File: src/rtl/fifo_pkg.sv
// Shared defaults for the multi-channel FIFO and a channel-index width helper.
// Compile-time only; no latency or flow control of its own.
package fifo_pkg;

    localparam int DWIDTH_DEF   = 16;
    localparam int AWIDTH_DEF   = 4;
    localparam int CHANNELS_DEF = 4;

    function automatic int ch_w(input int channels);
        return (channels <= 2) ? 1 : $clog2(channels);
    endfunction

endpackage

File: src/rtl/fifo_mc_ram.sv
// Simple dual-port memory, one write and one registered read port, no reset.
// Read data appears one edge after re_i and holds while re_i is low.
module fifo_mc_ram
    import fifo_pkg::*;
#(
    parameter int DWIDTH = DWIDTH_DEF,
    parameter int ADDR_W = AWIDTH_DEF + 2
) (
    input  logic              clk_i,
    input  logic              we_i,
    input  logic [ADDR_W-1:0] waddr_i,
    input  logic [DWIDTH-1:0] wdata_i,
    input  logic              re_i,
    input  logic [ADDR_W-1:0] raddr_i,
    output logic [DWIDTH-1:0] rdata_o
);

    logic [DWIDTH-1:0] mem [0:(1 << ADDR_W) - 1];
    logic [DWIDTH-1:0] rdata_q;

    always_ff @(posedge clk_i) begin
        if (we_i) begin
            mem[waddr_i] <= wdata_i;
        end
        if (re_i) begin
            rdata_q <= mem[raddr_i];
        end
    end

    assign rdata_o = rdata_q;

endmodule

File: src/rtl/fifo_mc.sv
// CHANNELS independent circular queues sharing one RAM; 1-cycle read latency.
// Writes to a full channel and reads from an empty one are dropped and flagged sticky.
module fifo_mc
    import fifo_pkg::*;
#(
    parameter int DWIDTH             = DWIDTH_DEF,
    parameter int AWIDTH             = AWIDTH_DEF,
    parameter int CHANNELS           = CHANNELS_DEF,
    parameter int ALMOST_FULL_VALUE  = 2**AWIDTH - 3,
    parameter int ALMOST_EMPTY_VALUE = 3,
    localparam int CH_W              = ch_w(CHANNELS)
) (
    input  logic                           clk_i,
    input  logic                           arstn_i,
    input  logic                           wrreq_i,
    input  logic [CH_W-1:0]                wr_ch_i,
    input  logic [DWIDTH-1:0]              data_i,
    input  logic                           rdreq_i,
    input  logic [CH_W-1:0]                rd_ch_i,
    output logic [DWIDTH-1:0]              q_o,
    output logic                           q_valid_o,
    output logic [CH_W-1:0]                q_ch_o,
    input  logic                           clr_err_i,
    output logic [CHANNELS-1:0]            empty_o,
    output logic [CHANNELS-1:0]            full_o,
    output logic [CHANNELS-1:0]            almost_full_o,
    output logic [CHANNELS-1:0]            almost_empty_o,
    output logic [CHANNELS*(AWIDTH+1)-1:0] usedw_o,
    output logic [CHANNELS-1:0]            overflow_o,
    output logic [CHANNELS-1:0]            underflow_o
);

    localparam int UW = AWIDTH + 1;
    localparam logic [AWIDTH:0] DEPTH  = UW'(2**AWIDTH);
    localparam logic [AWIDTH:0] AF_LVL = UW'(ALMOST_FULL_VALUE);
    localparam logic [AWIDTH:0] AE_LVL = UW'(ALMOST_EMPTY_VALUE);

    logic [CHANNELS-1:0][AWIDTH:0] wr_ptr_q, wr_ptr_d;
    logic [CHANNELS-1:0][AWIDTH:0] rd_ptr_q, rd_ptr_d;
    logic [CHANNELS-1:0][AWIDTH:0] usedw_q, usedw_d;
    logic [CHANNELS-1:0]           ovf_q, ovf_d, udf_q, udf_d;
    logic                          wr_acc, rd_acc;
    logic                          q_vld_q, q_seen_q;
    logic [CH_W-1:0]               q_ch_q;
    logic [DWIDTH-1:0]             ram_rdat;

    always_comb begin
        empty_o        = '0;
        full_o         = '0;
        almost_full_o  = '0;
        almost_empty_o = '0;
        for (int c = 0; c < CHANNELS; c++) begin
            empty_o[c]        = (usedw_q[c] == '0);
            full_o[c]         = (usedw_q[c] == DEPTH);
            almost_full_o[c]  = (usedw_q[c] >= AF_LVL);
            almost_empty_o[c] = (usedw_q[c] <  AE_LVL);
        end
    end

    // Acceptance uses start-of-cycle flags, so read and write never hit one address.
    assign wr_acc = wrreq_i && !full_o[wr_ch_i];
    assign rd_acc = rdreq_i && !empty_o[rd_ch_i];

    always_comb begin
        wr_ptr_d = wr_ptr_q;
        rd_ptr_d = rd_ptr_q;
        usedw_d  = usedw_q;
        if (wr_acc) begin
            wr_ptr_d[wr_ch_i] = wr_ptr_q[wr_ch_i] + UW'(1);
        end
        if (rd_acc) begin
            rd_ptr_d[rd_ch_i] = rd_ptr_q[rd_ch_i] + UW'(1);
        end
        for (int c = 0; c < CHANNELS; c++) begin
            case ({wr_acc && (wr_ch_i == CH_W'(c)), rd_acc && (rd_ch_i == CH_W'(c))})
                2'b10:   usedw_d[c] = usedw_q[c] + UW'(1);
                2'b01:   usedw_d[c] = usedw_q[c] - UW'(1);
                default: usedw_d[c] = usedw_q[c];
            endcase
        end
    end

    always_comb begin
        ovf_d = clr_err_i ? '0 : ovf_q;
        udf_d = clr_err_i ? '0 : udf_q;
        if (wrreq_i && !wr_acc) begin
            ovf_d[wr_ch_i] = 1'b1;
        end
        if (rdreq_i && !rd_acc) begin
            udf_d[rd_ch_i] = 1'b1;
        end
    end

    always_ff @(posedge clk_i or negedge arstn_i) begin
        if (!arstn_i) begin
            wr_ptr_q <= '0;
            rd_ptr_q <= '0;
            usedw_q  <= '0;
            ovf_q    <= '0;
            udf_q    <= '0;
            q_vld_q  <= 1'b0;
            q_seen_q <= 1'b0;
            q_ch_q   <= '0;
        end else begin
            wr_ptr_q <= wr_ptr_d;
            rd_ptr_q <= rd_ptr_d;
            usedw_q  <= usedw_d;
            ovf_q    <= ovf_d;
            udf_q    <= udf_d;
            q_vld_q  <= rd_acc;
            if (rd_acc) begin
                q_seen_q <= 1'b1;
                q_ch_q   <= rd_ch_i;
            end
        end
    end

    fifo_mc_ram #(
        .DWIDTH (DWIDTH),
        .ADDR_W (CH_W + AWIDTH)
    ) u_ram (
        .clk_i   (clk_i),
        .we_i    (wr_acc),
        .waddr_i ({wr_ch_i, wr_ptr_q[wr_ch_i][AWIDTH-1:0]}),
        .wdata_i (data_i),
        .re_i    (rd_acc),
        .raddr_i ({rd_ch_i, rd_ptr_q[rd_ch_i][AWIDTH-1:0]}),
        .rdata_o (ram_rdat)
    );

    // The RAM output register has no reset; mask it until a post-reset read lands.
    assign q_o         = q_seen_q ? ram_rdat : '0;
    assign q_valid_o   = q_vld_q;
    assign q_ch_o      = q_ch_q;
    assign usedw_o     = usedw_q;
    assign overflow_o  = ovf_q;
    assign underflow_o = udf_q;

endmodule

File: config.mk
export PLATFORM = sky130hd
export DESIGN_NAME = fifo_mc
export DESIGN_NICKNAME = d
export VERILOG_FILES = /design/src/rtl/fifo_pkg.sv /design/src/rtl/fifo_mc_ram.sv /design/src/rtl/fifo_mc.sv
export SDC_FILE = /design/constraint.sdc
export NUM_CORES = 1
export LEC_CHECK = 0
export ABC_AREA = 1
export BUFFER_PORTS_ARGS = -buffer_cell sky130_fd_sc_hd__buf_2
export CAP_MARGIN = 10
export CORE_UTILIZATION = 40
export DETAILED_ROUTE_END_ITERATION = 10
export SYNTH_ARGS = -nofsm -noshare
export SYNTH_HDL_FRONTEND = slang
export SYNTH_SLANG_ARGS = --single-unit
export TNS_END_PERCENT = 20
File: constraint.sdc
create_clock -name clk_i -period 9.6 [get_ports clk_i]
set_clock_uncertainty 0.2 [all_clocks]
set_input_delay 1.92 -clock clk_i [delete_from_list [all_inputs] [get_ports clk_i]]
set_output_delay 1.92 -clock clk_i [all_outputs]
set_load 0.02 [all_outputs]
-- Word level (Yosys, flattened, before mapping)
Memory sizes are Yosys's and may differ from the RTL's. A register that Yosys moved wholly into a read port is not among the register bits.
Index checks and enable logic that the tools add are counted.
- flip-flop bits (word level): 72
- RAM bits: 1024
- memories kept: 1
- logic and storage cells: 117
- memories (memory ; depth ; bits a word ; rd ports ; clocked after memory_dff ; wr ports ; RTL line ; text):
    u_ram.mem ; 64 ; 16 ; 1 ; 1 ; 1 ; fifo_mc_ram.sv:18 ; logic [DWIDTH-1:0] mem [0:(1 << ADDR_W) - 1];
- eq/ne operators: 18
- order comparisons: 12
- $add $sub $neg: 10
- bitwise gates (word level): 2
- multiplexer cells: 29
- reduce and logical (&&, ||, !) cells: 28
- operator list (kind ; number):
    20-bit bitwise mux ; 2
    5-bit case mux with 2 select lines ; 4
    5-bit by 1-bit adder with 5-bit output (second input constant) ; 6
    5-bit binary-select mux with 2-bit select ; 2
    5-bit demux with 2-bit select ; 2
    5-bit == test (second input constant) ; 4
    5-bit by 4-bit greater-or-equal comparator with 1-bit output (second input constant) ; 4
    5-bit logical NOT ; 4
    5-bit by 2-bit less-than comparator with 1-bit output (second input constant) ; 4
    5-bit two-way mux ; 4
    5-bit by 1-bit subtractor with 5-bit output (second input constant) ; 4
    2-bit == test (second input constant) ; 8
    16-bit two-way mux ; 1
    4-bit two-way mux ; 4
    1-bit logical AND ; 14
    2-bit by 1-bit == test with 1-bit output (second input constant) ; 6
    4-bit bitwise OR ; 2
    2-bit nonzero test ; 4
    2-bit by 3-bit less-than comparator with 1-bit output (second input constant) ; 2
    1-bit two-way mux ; 6
    1-bit binary-select mux with 2-bit select ; 2
    1-bit demux with 2-bit select ; 2
    2-bit by 1-bit greater-or-equal comparator with 1-bit output (second input constant) ; 2
    1-bit logical NOT ; 4
    2-bit logical NOT ; 2

-- Depth between registers and ports, before layout
Gate-level depths: netlist of the first run.
- word-level depth: 8
- mapped depth: 19

-- By module
From an unflattened synthesis of the first run, not the netlist that was laid out.
- cells, all modules: 4075
- area total of the unflattened synthesis: 46433.3 sq um
- modules (own cells, without submodules) (module ; instances ; seq. area each (sq um) ; cells each ; area an instance (sq um)):
    fifo_mc_ram ; 1 ; 31230.0 ; 3517 ; 42259.3
    fifo_mc ; 1 ; 1601.5 ; 558 ; 4174.0

-- Worst setup path after synthesis of the first run
Ideal clock, no wire load.
- kind: input to register
- start point: input rd_ch_i[0]
- end point: register usedw_q, in the netlist usedw_o[4]
- setup slack: 4.537 ns
- arrival: 4.732 ns
- setup time: 0.131 ns
- stages: 19
- path buffers: 2
- required time: 9.269 ns
- cell sequence: buf_4 > nor2_1 > buf_4 > inv_1 > o21ai_0 > a211oi_1 > nand2_1 > inv_1 > nand2_1 > inv_1 > ha_1 > ha_1 > a21oi_1 > nor2_1 > nor2_1 > inv_1 > a21oi_1 > o21ai_0 > xor2_1
- cells in the longest elaborated chain, start to end: 7
- elaborated cells on any way between the ends: 10
- RTL lines (item ; RTL line ; text):
    start: declaration ; fifo_mc.sv:19 ; input logic [CH_W-1:0] rd_ch_i,
    1-bit binary-select mux with 2-bit select * ; fifo_mc.sv:62 ; assign rd_acc = rdreq_i && !empty_o[rd_ch_i];
    1-bit two-way mux (implied by the code) * ; fifo_mc.sv:62 ;
    1-bit logical NOT * ; fifo_mc.sv:62 ;
    1-bit logical AND * ; fifo_mc.sv:62 ;
    named net rd_acc ; fifo_mc.sv:42 ; logic wr_acc, rd_acc;
    1-bit logical AND * ; fifo_mc.sv:75 ; case ({wr_acc && (wr_ch_i == CH_W'(c)), rd_acc && (rd_ch_i == CH_W'(c))})
    2-bit by 1-bit == test with 1-bit output / 2-bit == test (equally long branches) ; fifo_mc.sv:75 ;
    5-bit case mux with 2 select lines / 2-bit nonzero test (equally long branches) ; -- ;
    end signal: assignment ; fifo_mc.sv:107 ; usedw_q <= usedw_d;
    end: declaration ; fifo_mc.sv:40 ; logic [CHANNELS-1:0][AWIDTH:0] usedw_q, usedw_d;
Mark *: on every way through the listed nets, which the timed path passes. The rest lies on a longest branch. The select of a mux whose other input is x is not followed.
A chain may end at the register's enable or synchronous reset.

-- Worst setup path in the final report of the first run
- start point: input rd_ch_i[1]
- end point: register usedw_q, in the netlist usedw_o[4]
Same word-level chain as after synthesis.

==> impl_results.md, run 1 <==
* Outcome: finished, final reports clean
* Post CTS Setup Buffer Count at 0
* Worst endpoint required time at 9.98 ns
* Starting Density at 40.5%
* Setup ws final at 3.91 ns
* Crit-path max cell delay at 0.83 ns
* Final setup violation count at 0
* Critical path type: in2reg
* Met3 Usage GRT at 4.32%
* Top delay family on crit path: simple AND/OR/NAND/NOR gates
* Clk buf depth at 3
* Layout cells sized above 1 at 8.23%
* CP endpoint kind: flop
* Relative slew slack at 19.6%
* Largest net degree at the start of global routing at 186
* Hold path cells at 2
* Yosys reg bits at 1104
* Die Height at 354 um
* Vias in the first global route at 31600
* Period utilization at 59.3%
* # DRC at 0
* Register Area at 0.0328 mm^2
* CTS tree: built
* Routed wire length at 136 mm
* Gp weighted congestion at 0.830
* Part of the power in registers at 40.3%
* Clock latency on the worst-skew pair at 0.71 ns
* Sum Neg Setup Slack at 0 ns
* Power consumption at 14000 uW
* Peak supply drop at 0.237 mV
* Clock sink count at 1104
* DR pass1 iterations at 6
* Worst Hold Endpoint: wr_ptr_q[17]$_DFFE_PN0P_
* Commonest non-fill, non-tap cell in the layout: edfxtp_1
* Met2 Use GR at 33.0%
* Crit-path max FO at 21
* Post-synth net total at 4582
* Ys Warns at 0
* Hold WS at 0.280 ns
* Die area at 0.125 mm^2
* Min Tclk post-route at 5.69 ns
* GR peak layer: met2
* FILL cells at 11100
* Io pins at 88
* Tot GR Track Use at 21.3%
* Nets at 4612
* GR Util met1 at 30.0%
* Die X-Extent at 354 um
* H-tree level count at 3
* FMAX at 0.176 GHz
* Num CTS Buffers at 113
* Combinational share of power at 27.6%
* Drt via density at 5.29
* Static Leak at 0.0219 uW
* CP cell instances: buf_2 -> nor2_2 -> inv_1 -> o21ai_0 -> a211oi_1 -> nand2_1 -> inv_1 -> nand2_1 -> inv_1 -> ha_1 -> fa_1 -> a21oi_1 -> nor2_1 -> nor2_1 -> inv_1 -> a21oi_1 -> o21ai_0 -> xor2_1
* RSZ-0062 raised after global routing: no
* Worst path arrival time at 6.08 ns
* CP max-delay cell: nor2_2
* P per Cell Area at 253 mW/mm^2
* Site row count at 128
* Worst reg-to-reg setup slack at 5.27 ns
* Worst-Margin Slew at 1.20 ns
* Detail Route Antenna Nets at 0
* Buffers & Inverters on Critical Path at 5
* Gate Count Post-Synth at 4535
* Reg2Reg Depth at 17
* Cell mode on critical path: inv_1
* Core ar. at 0.122 mm^2
* Pre-CTS setup slack at 3.35 ns
* WL/cell at 21.6 um
* Syn-to-layout area delta at 11.8%
* CTS clk-pin slew, worst paths at 0.07 ns
* Hold Crit Start: wr_ptr_q[17]$_DFFE_PN0P_
* Area occupied by multi-input gates at 0.0129 mm^2
* Critical R2R Launch: usedw_o[1]$_DFFE_PN0P_
* Clock power frac at 32.1%
* P_int at 9140 uW
* Hold crit path type: reg2reg
* Fin. Hold Viols at 0
* Port bufs at 87
* Post-CTS sizing at 0
* Slew Limit Fails at 0
* Initial antenna violation count at 1
* Final HPWL DP at 70.7 mm
* First-pass GRT wire length at 202 mm
* Net Sw Power at 4850 uW
* CTS hold repair buffers at 0
* Layout Utilization at 45.3%
* RR Endpoint: usedw_o[4]$_DFFE_PN0P_
* Starting DRT DRC Count at 3404
* Vias at 33200
* Syn Area/Cell at 10.9 um^2
* Sequential cell area fraction in the yosys report at 66.3%
* GRT overflow at 0
* Root Buffer Master: clkbuf_16
* Library cells used by synthesis at 36
* Most frequent cells in the layout: edfxtp_1, nand3_1, nand2_1, inv_1, nand3b_1
* CP startpoint kind: input port
* Sw frac at 34.7%
* Max-capacitance violation count at 0
* Cell Area, Synth at 0.0495 mm^2
* # diodes at 0
-- cells in the mapped netlist --
library cell     n  share of area, %
edfxtp_1      1040                63
nand3_1        918               9.3
nand2_1        807               6.1
inv_1          673               5.1
nand3b_1       480               7.3
buf_2          214               2.2
nor2_1         102              0.77
dfrtp_1         64               3.2
clkbuf_1        45              0.34
o21ai_0         43              0.43
a21oi_1         34              0.34
ha_1            18              0.45
nand4_1         12              0.15
o22ai_1         11              0.14
buf_4            9              0.14
buf_1            7             0.053
inv_2            7             0.053
xnor2_1          6              0.11
xor2_1           6              0.11
clkinv_1         5             0.038
fa_1             4              0.16
o31ai_1          4             0.061
a21o_1           3             0.045
nand2_2          3             0.038
nor2_2           3             0.038
o21ai_1          3             0.030
nand2b_1         2             0.025
nor3_1           2             0.020
nor3_2           2             0.040
or2_2            2             0.025
a211oi_1         1             0.015
a22o_1           1             0.018
a22o_2           1             0.020
a22oi_1          1             0.015
nor2_4           1             0.023
o21ai_2          1             0.018
-- sequential cells by signal, indices dropped and copies added (netlist names) --
signal,cells
usedw_o,20
rd_ptr_q,16
q_valid_o,1
underflow_o,4
overflow_o,4
u_ram.rdata_o,16
u_ram.mem,1024
q_ch_o,2
wr_ptr_q,16
q_seen_q,1
-- worst min-delay path: cells and delay by family, from the launching register on --
kind | cells | cell delay (ns)
flops | 1 | 0.35
simple gates | 2 | 0.10
-- kinds of logic (layout without fill, tap and decap cells) --
family / after synthesis / after routing / synth area share (%)
AOI/OAI and AO/OA: 103 / 103 / 1.14
xor gates and xnor gates: 12 / 12 / 0.212
adders and majority gates: 22 / 22 / 0.617
buffers and inverters: 960 / 1079 / 7.89
DFF: 1104 / 1104 / 66.3
and+or+nand+nor: 2334 / 2334 / 23.8
-- worst max-delay path by stage --
stage | depth (start not counted) | slack [ns] | from | end
floorplan | 19 | 4.54 | rd_ch_i[0] | usedw_o[4]$_DFFE_PN0P_
global placement | 18 | 3.34 | rd_ch_i[1] | usedw_o[4]$_DFFE_PN0P_
detailed placement | 18 | 3.35 | rd_ch_i[1] | usedw_o[4]$_DFFE_PN0P_
CTS | 18 | 4.09 | rd_ch_i[1] | usedw_o[4]$_DFFE_PN0P_
global route | 18 | 3.65 | rd_ch_i[0] | usedw_o[4]$_DFFE_PN0P_
finish | 18 | 3.91 | rd_ch_i[1] | usedw_o[4]$_DFFE_PN0P_
-- routing by layer --
layer	share of wire, %	routed length, um
met2	45	61500
met4	2.6	3560
met3	8.5	11500
met5	0	0
met1	44	59200
-- layout make-up --
class	instances	share of cell area [%]
sequential	1104	59.3
multi-input combinational	2471	23.2
clock buffer	135	5.35
inverter	685	4.65
tap	1625	3.68
timing repair buffer	190	2.32
clock inverter	69	1.41
-- stage by stage --
stage	instances	instance area, um^2
2_1_floorplan	4535	49500
3_3_place_gp	6075	51600
3_5_place_dp	6075	51600
4_1_cts	6279	55300
5_1_grt	6279	55300
6_report	6279	55300
-- power groups by stage --
stage,registers (uW),logic [uW],clock network [uW]
finish,5640,3870,4490
global route,5660,4200,4720
CTS,5630,3850,4540
detailed placement,5730,3840,0
global placement,5730,3820,0
floorplan,5750,2390,0
Note: power is estimated with default switching activity, not from simulation.
==> inputs of run 2 (changes only) <==
==> constraint.sdc (replaced) <==
create_clock -name clk_i -period 4.82 [get_ports clk_i]
set_clock_uncertainty 0.2 [all_clocks]
set_input_delay 0.964 -clock clk_i [delete_from_list [all_inputs] [get_ports clk_i]]
set_output_delay 0.964 -clock clk_i [all_outputs]
set_load 0.02 [all_outputs]
==> impl_results.md, run 2 (synthesis gave the netlist of run 1 again) <==
* Outcome: finished, final reports clean
* DR pass1 iterations at 6 (unchanged)
* CTS hold repair buffers at 0 (unchanged)
* Clock latency on the worst-skew pair at 0.70 ns (about the same)
* CP startpoint kind: flop
* Post CTS Setup Buffer Count at 0 (unchanged)
* Peak supply drop at 0.367 mV (+55%)
* Final setup violation count at 0 (unchanged)
* Worst path arrival time at 4.01 ns (-2.07 ns)
* Biggest register: u_ram.mem
* Starting DRT DRC Count at 3576 (+5.1%)
* Tot GR Track Use at 21.5% (+0.21 points)
* Clock sink count at 1104 (unchanged)
* Site row count at 128 (unchanged)
* Commonest non-fill, non-tap cell in the layout: edfxtp_1
* Die Height at 354 um (unchanged)
* P per Cell Area at 501 mW/mm^2 (+98%)
* CP cell instances: nor2_1 -> inv_1 -> nor2_1 -> nand2_1 -> o21ai_0 -> a211oi_1 -> nand2_1 -> inv_1 -> nand2_1 -> inv_1 -> ha_1 -> fa_1 -> a21oi_1 -> nor2_1 -> nor2_1 -> inv_1 -> a21oi_1 -> o21ai_0 -> xor2_1
* GRT overflow at 0 (unchanged)
* RSZ-0062 raised after global routing: no
* Static Leak at 0.0222 uW (+1.6%)
* Root Buffer Master: clkbuf_16
* Fin. Hold Viols at 0 (unchanged)
* Port bufs at 87 (unchanged)
* Starting Density at 40.5% (unchanged)
* Gp weighted congestion at 0.829 (about the same)
* CP endpoint kind: flop
* WL/cell at 21.5 um (-0.37%)
* Crit-path max FO at 9 (-57%)
* Hold crit path type: in2async
* Final HPWL DP at 77.3 mm (+9.4%)
* FMAX at 0.275 GHz
* Slew Limit Fails at 0 (unchanged)
* Crit-path max cell delay at 0.45 ns (-0.38 ns)
* CP max-delay cell: dfrtp_1
* Vias in the first global route at 32100 (+1.5%)
* Initial antenna violation count at 5 (+4)
* Area occupied by multi-input gates at 0.0129 mm^2 (unchanged)
* Num CTS Buffers at 112 (-0.88%)
* Vias at 33500 (+0.95%)
* Drt via density at 5.29 (+0.15%)
* Io pins at 88 (unchanged)
* Detail Route Antenna Nets at 0 (unchanged)
* Critical path type: reg2reg
* FILL cells at 11100 (+0.090%)
* Setup ws final at 1.18 ns (-2.73 ns)
* First-pass GRT wire length at 205 mm (+1.5%)
* Worst-Margin Slew at 1.27 ns (+0.0657 ns)
* Die X-Extent at 354 um (unchanged)
* Layout cells sized above 1 at 9.27% (+1.0 points)
* Max reg flops at 1024 (unchanged)
* Max-capacitance violation count at 0 (unchanged)
* Syn-to-layout area delta at 13.0%
* Period utilization at 75.6%
* Routed wire length at 136 mm (+0.42%)
* Die area at 0.125 mm^2 (unchanged)
* Clk buf depth at 3 (unchanged)
* CTS tree: built
* H-tree level count at 3 (unchanged)
* Relative slew slack at 15.3% (-4.3 points)
* # DRC at 0 (unchanged)
* Post-CTS sizing at 0 (unchanged)
* Pre-CTS setup slack at 0.529 ns (-2.82 ns)
* Most frequent cells in the layout: edfxtp_1, nand3_1, nand2_1, inv_1, nand3b_1
* Largest net degree at the start of global routing at 176 (-5.4%)
* Sum Neg Setup Slack at 0 ns (unchanged)
* CTS clk-pin slew, worst paths at 0.06 ns (about the same)
* Register Area at 0.0328 mm^2 (unchanged)
* Layout Utilization at 45.8% (+0.51 points)
* Worst endpoint required time at 5.19 ns (-4.79 ns)
* Nets at 4659 (+1.0%)
* Core ar. at 0.122 mm^2 (unchanged)
* Min Tclk post-route at 3.64 ns
==> run 2: path summary, 6_finish.rpt <==
| check | cells after the start | startpoint | slack [ns] | end |
|---|---|---|---|---|
| setup / recovery | 19 | usedw_o[16]$_DFFE_PN0P_ | 1.18 | usedw_o[4]$_DFFE_PN0P_ |
| hold / removal | 1 | arstn_i | 0.22 | usedw_o[12]$_DFFE_PN0P_ |
| setup reg to reg | 19 | usedw_o[16]$_DFFE_PN0P_ | 1.18 | usedw_o[4]$_DFFE_PN0P_ |
| hold reg to reg | 2 | wr_ptr_q[17]$_DFFE_PN0P_ | 0.29 | wr_ptr_q[17]$_DFFE_PN0P_ |
| max in group asynchronous | 2 | arstn_i | 3.27 | wr_ptr_q[8]$_DFFE_PN0P_ |
| min in group clk_i | 2 | wr_ptr_q[17]$_DFFE_PN0P_ | 0.29 | wr_ptr_q[17]$_DFFE_PN0P_ |
==> run 2: power by group <==
part | switching [uW] | total, uW | leakage (uW) | internal [uW]
combinational | 5750 | 8000 | 0.0103 | 2250
clock | 3690 | 8800 | 0.00181 | 5110
sequential | 238 | 11200 | 0.0102 | 11000
==> run 2: layer usage <==
layer	vias to the layer above	wire length, um	global-route usage, %
met2	1239	62800	33.8
li1	15600	-	-
met1	16500	61000	31.4
met5	-	0	0
met3	160	9610	2.89
met4	0	2760	5.25
==> run 2: stage by stage <==
stage	power [uW]	std cells	cell area, um^2	hold slack (ns)
after floorplan	16200	4535	49500	0.242
after global placement	19300	6123	52300	0.258
after detailed placement	19400	6123	52300	0.269
after CTS	28100	6328	55900	0.243
after global routing	29200	6328	55900	0.304
final	28000	6329	55900	0.220
==> run 2: critical path, delay by kind of cell (launching register included) <==
kind	cells	cell delay, ns
AOI/OAI and AO/OA	5	0.51
and+or+nand+nor	7	1.15
DFF	1	0.45
adders and majority gates	2	0.72
buffers and inverters	4	0.30
xor gates and xnor gates	1	0.16
==> run 2: cell type report <==
| type | count | share of cell area (%) |
|---|---|---|
| inverter | 685 | 4.60 |
| sequential | 1104 | 58.7 |
| clock inverter | 71 | 1.36 |
| clock buffer | 134 | 5.21 |
| timing repair buffer | 238 | 3.52 |
| multi-input combinational | 2471 | 23.0 |
| tap | 1625 | 3.63 |
| antenna | 1 | 0.00447 |
